===== config.mk =====
export PLATFORM = sky130hd
export DESIGN_NAME = cla_pipe_adder
export DESIGN_NICKNAME = d
export VERILOG_FILES = /design/src/rtl/cla_pipe_adder.sv
export SDC_FILE = /design/constraint.sdc
export NUM_CORES = 1
export LEC_CHECK = 0
export ABC_AREA = 1
export CORE_ASPECT_RATIO = 2
export CORE_MARGIN = 3
export CORE_UTILIZATION = 51
export CTS_CLUSTER_SIZE = 8
export DETAILED_ROUTE_END_ITERATION = 6
export HOLD_SLACK_MARGIN = 0.05
export PLACE_DENSITY = 0.78
export SYNTH_ARGS = -nofsm -noshare
export SYNTH_HDL_FRONTEND = slang
export SYNTH_SLANG_ARGS = --single-unit

===== constraint.sdc =====
create_clock -name clk_i -period 19.5 [get_ports clk_i]
set_clock_uncertainty 0.2 [all_clocks]
set_input_delay 5.85 -clock clk_i [delete_from_list [all_inputs] [get_ports clk_i]]
set_output_delay 5.85 -clock clk_i [all_outputs]
set_load 0.05 [all_outputs]

===== src/rtl/cla_pipe_adder.sv =====
// rtl/cla_pipe_adder.sv - two-stage pipelined carry-lookahead adder/subtractor with valid/ready handshake.
// Define CLA_PIPE_SAT_EN to saturate sum_o to the signed extreme on overflow.
module cla_pipe_adder #(
  parameter int WIDTH = 64,
  parameter int GROUP = 4
) (
  input  logic             clk_i,
  input  logic             rst_i,
  input  logic             in_valid_i,
  output logic             in_ready_o,
  input  logic [WIDTH-1:0] a_i,
  input  logic [WIDTH-1:0] b_i,
  input  logic             cin_i,
  input  logic             sub_i,
  output logic             out_valid_o,
  input  logic             out_ready_i,
  output logic [WIDTH-1:0] sum_o,
  output logic             cout_o,
  output logic             ovf_o,
  output logic             zero_o
);

  localparam int NG = WIDTH / GROUP;

  logic             s1_valid;
  logic [WIDTH-1:0] s1_p, s1_g;
  logic [NG-1:0]    s1_gp, s1_gg;
  logic             s1_cin;
`ifdef CLA_PIPE_SAT_EN
  logic             s1_sign;
`endif

  logic             s2_load;
  logic [WIDTH-1:0] b_eff, p_d, g_d;
  logic [NG-1:0]    gp_d, gg_d;
  logic             cin_d;

  assign s2_load    = ~out_valid_o | out_ready_i;
  assign in_ready_o = ~s1_valid | s2_load;

  // Stage 1: per-bit propagate/generate and 4-bit group lookahead terms.
  always_comb begin
    b_eff = sub_i ? ~b_i : b_i;
    p_d   = a_i ^ b_eff;
    g_d   = a_i & b_eff;
    cin_d = sub_i | cin_i;
    gp_d  = '0;
    gg_d  = '0;
    for (int k = 0; k < NG; k++) begin
      gp_d[k] = &p_d[k*GROUP +: GROUP];
      gg_d[k] = g_d[k*GROUP+3]
              | (p_d[k*GROUP+3] & g_d[k*GROUP+2])
              | (p_d[k*GROUP+3] & p_d[k*GROUP+2] & g_d[k*GROUP+1])
              | (p_d[k*GROUP+3] & p_d[k*GROUP+2] & p_d[k*GROUP+1] & g_d[k*GROUP]);
    end
  end

  logic [NG:0]      gc;
  logic [WIDTH-1:0] c;
  logic [WIDTH-1:0] sum_d;
  logic             cout_d, ovf_d, zero_d;
  logic             acc, prod, cr;

  // Stage 2: group carries as a flat sum-of-products over the group P/G.
  always_comb begin
    gc   = '0;
    c    = '0;
    acc  = 1'b0;
    prod = 1'b1;
    cr   = 1'b0;
    for (int k = 0; k <= NG; k++) begin
      acc  = 1'b0;
      prod = 1'b1;
      for (int j = NG - 1; j >= 0; j--) begin
        if (j < k) begin
          acc  = acc | (prod & s1_gg[j]);
          prod = prod & s1_gp[j];
        end
      end
      gc[k] = acc | (prod & s1_cin);
    end
    for (int k = 0; k < NG; k++) begin
      cr = gc[k];
      for (int i = 0; i < GROUP; i++) begin
        c[k*GROUP+i] = cr;
        cr = s1_g[k*GROUP+i] | (s1_p[k*GROUP+i] & cr);
      end
    end
    sum_d  = s1_p ^ c;
    cout_d = gc[NG];
    ovf_d  = gc[NG] ^ c[WIDTH-1];
`ifdef CLA_PIPE_SAT_EN
    if (ovf_d) begin
      sum_d = s1_sign ? {1'b1, {(WIDTH-1){1'b0}}} : {1'b0, {(WIDTH-1){1'b1}}};
    end
`endif
    zero_d = (sum_d == '0);
  end

  always_ff @(posedge clk_i or posedge rst_i) begin
    if (rst_i) begin
      s1_valid    <= 1'b0;
      s1_p        <= '0;
      s1_g        <= '0;
      s1_gp       <= '0;
      s1_gg       <= '0;
      s1_cin      <= 1'b0;
`ifdef CLA_PIPE_SAT_EN
      s1_sign     <= 1'b0;
`endif
      out_valid_o <= 1'b0;
      sum_o       <= '0;
      cout_o      <= 1'b0;
      ovf_o       <= 1'b0;
      zero_o      <= 1'b0;
    end else begin
      if (in_ready_o) begin
        s1_valid <= in_valid_i;
        if (in_valid_i) begin
          s1_p    <= p_d;
          s1_g    <= g_d;
          s1_gp   <= gp_d;
          s1_gg   <= gg_d;
          s1_cin  <= cin_d;
`ifdef CLA_PIPE_SAT_EN
          s1_sign <= a_i[WIDTH-1];
`endif
        end
      end
      // Output register holds while stalled; advances only when empty or draining.
      if (s2_load) begin
        out_valid_o <= s1_valid;
        if (s1_valid) begin
          sum_o  <= sum_d;
          cout_o <= cout_d;
          ovf_o  <= ovf_d;
          zero_o <= zero_d;
        end
      end
    end
  end

endmodule


==> flow_summary.yaml <==
cells_and_area:
  finalNonFillerCells: 1786
  syn2layout_area_growth_pct: 25.8
  final_util_pct: 66.0
  drive_above_1_share_pct: 5.35
  final_nets: 1759
  fin_area_sq_um: 14400
  diodes: 0
timing:
  finalHoldViolCount: 0
  timing.final.ws_setup_ns: 6.12
  setup_violations: 0
  worst_pin_slew_ns: 0.910
  finalMaxSlewViolations: 0
  relSlewSlack_pct: 39.3
  post-route-period-util_pct: 68.6
  finalSetupTns_ns: 0
  fin_crit_ns: 13.38
  rsz0062_at_grt: "no"
  fmax_mhz: 74.7
route:
  drt-pass1-iter-count: 5
  route.detailed.drc: 0
  vias_per_cell: 5.39
  final_antenna_net_count: 0
  vias: 9621
  drt_iter0_drc: 531
  wirelength_um: 31300
  post_drt_wl_per_cell_um: 17.5
cts:
  cts_setup_buffers: 0
  clkLatencyLatePin_ns: 0.55
  numCtsBuffers: 30
  cts_tree: "done"
  cts_hold_buf: 0
  clock_path_buffers: 3
  cts_sinks: 214
  htreeDepth: 1
  ctsRootBufferMaster: "clkbuf_16"
  clkTransAtPathRegs_ns: 0.05
  cts_resized: 0
placement:
  pre_cts_slack_ns: 6.11
  dpl-instance-area_sq_um: 13600
  place_inst: 1754
  hpwl_um: 22300
  numPortBuffers: 202
  gp_congestion: 0.864
min_path:
  hold_class: "reg -> reg"
die:
  die_w_um: 112
  ioPinCount: 203
  die-area_sq_um: 24300
  die_y_um: 218
  rows: 76
  initial_core_util_pct: 52.5
  core_sq_um: 21800
global_route:
  grt_pass1_vias: 10200
  antenna_found_initial: 0
  grt-ovfl-total: 0
  grt_max_degree: 91
  grtUsageTotal_pct: 25.5
  grt_first_pass_wirelength_um: 49700
pwr:
  p_sw_w: 0.000745
  pwr-share-clk_pct: 25.0
  p_comb_share_pct: 40.8
  p_seq_share_pct: 34.2
  p_leak_nw: 7.35
  internal-power_w: 0.00110
  peakVddDrop_mv: 0.0861
  p_per_area_nw_per_um2: 128
  switching_share_pct: 40.4
setup_path:
  criticalPathCategory: "in -> out"
  ff2ff_setup_slack_ns: 15.66
  required_ns: 13.45
  worstPathArrival_ns: 7.33
  critPathMaxFanout: 3
  start_kind: "input pin"
  worstSetupEndpointType: "output port"
synth:
  ys_types: 35
  synth_edf_count: 0
  synth_seq_area_share_pct: 46.9
  netlist_instances: 1322
  synthesis.area_sq_um: 11400
  avgSynthCellArea_sq_um: 8.64
  yosys_register_bits: 214
  synth_fp_nets: 1568
  synthArstFlopShare_pct: 100
  yosys_warnings: 0
  synthFlopType: "dfrtp_1"
flow_run:
  max_cap_violations: 0
outcome:
  status: "complete, no violations"
[flip-flops by register name (all words and copies together), names as in the netlist]
register     flops
zero_o           1
cout_o           1
out_valid_o      1
s1_g            48
sum_o           64
s1_cin           1
s1_gg           16
s1_valid         1
s1_p            64
s1_gp           16
ovf_o            1
[final cells by class]
type / instances / area [sq um]
fill: 1805 / 7400
clock buffer: 32 / 790
tap: 273 / 342
multi-input combinational: 995 / 5570
inverter: 63 / 245
timing repair buffer: 209 / 2070
sequential: 214 / 5360
[placed cells by master (no fill, tap or decap), drive strengths merged]
master,count
nand2,550
o21bai,2
or3,1
ha,112
xor2,78
buf,8
nand3,23
inv,62
dfrtp,214
clkinv,1
a21oi,16
o211ai,2
clkdlybuf4s50,201
nand3b,1
a31oi,17
a22oi,7
o22ai,8
a221oi,8
o21a,1
o21ai,52
nor3,10
nand4,11
a32oi,6
clkbuf,32
o31ai,2
nor2,54
xnor2,2
or2,32
[metal layers]
metal  GRT usage (%)  vias to the layer above  routed length [um]
met5               0                        -                   0
met4            14.8                        0                1880
met3            2.75                      101                1370
met2            48.1                      306               17000
met1            26.9                     4593               11100
li1                -                     4621                   -
[stage by stage]
step                hold slack [ns]  total power [W]
CTS                           0.270          0.00186
finish                        0.266          0.00184
global route                  0.289          0.00194
floorplan                     0.241          0.00111
global placement              0.253          0.00137
detailed placement            0.258          0.00139
[worst paths after layout]
| kind | from | endpoint | depth (start not counted) |
|---|---|---|---|
| worst min-delay path | sum_o[62] | sum_o[62] | 2 |
| worst max-delay path | out_ready_i | in_ready_o | 4 |
| worst min register to register | sum_o[62] | sum_o[62] | 2 |
| min in group asynchronous | rst_i | s1_p[19] | 2 |
| max in group asynchronous | rst_i | s1_p[0] | 4 |
| worst max register to register | s1_gp[6] | zero_o | 17 |
[kinds of logic (layout without fill, tap and decap cells)]
logic type	after synthesis	count (layout)	share of synthesized area, %
simple gates	682	682	23.9
flops	214	214	46.9
xor+xnor	80	80	6.13
compound gates	121	121	6.37
fa+ha+maj	112	112	12.3
buf+inv	113	304	4.46
[worst max-delay path, stage by stage]
cell             delay, ns
clkdlybuf4s50_1       0.46
inv_1                 0.09
nand3_2               0.11
clkdlybuf4s50_1       0.81
[power by group through the flow]
| stage | sequential, W | clock [W] | combinational (W) |
|---|---|---|---|
| 6_report | 0.000631 | 0.000461 | 0.000752 |
| 5_1_grt | 0.000645 | 0.000483 | 0.000810 |
| 4_1_cts | 0.000631 | 0.000469 | 0.000757 |
| 3_5_place_dp | 0.000636 | 0 | 0.000752 |
| 3_3_place_gp | 0.000632 | 0 | 0.000741 |
| 2_1_floorplan | 0.000842 | 0 | 0.000270 |
[synthesized netlist by cell type, types with 3 or more instances]
cell type | count | area, sq um
a21oi_1 | 15 | 75.1
a221oi_1 | 8 | 70.1
a22oi_1 | 7 | 52.6
a31oi_1 | 17 | 106
a32oi_1 | 6 | 52.6
buf_2 | 35 | 175
buf_4 | 9 | 67.6
clkbuf_1 | 3 | 11.3
dfrtp_1 | 214 | 5360
ha_1 | 112 | 1400
inv_1 | 61 | 229
nand2_1 | 547 | 2050
nand2_2 | 3 | 18.8
nand3_1 | 22 | 110
nand4_1 | 11 | 68.8
nor2_1 | 53 | 199
nor3_1 | 10 | 50.1
o21ai_0 | 25 | 125
o21ai_1 | 27 | 135
o22ai_1 | 8 | 50.1
or2_2 | 32 | 200
xor2_1 | 78 | 683
Note: power is estimated with default switching activity, not from simulation.
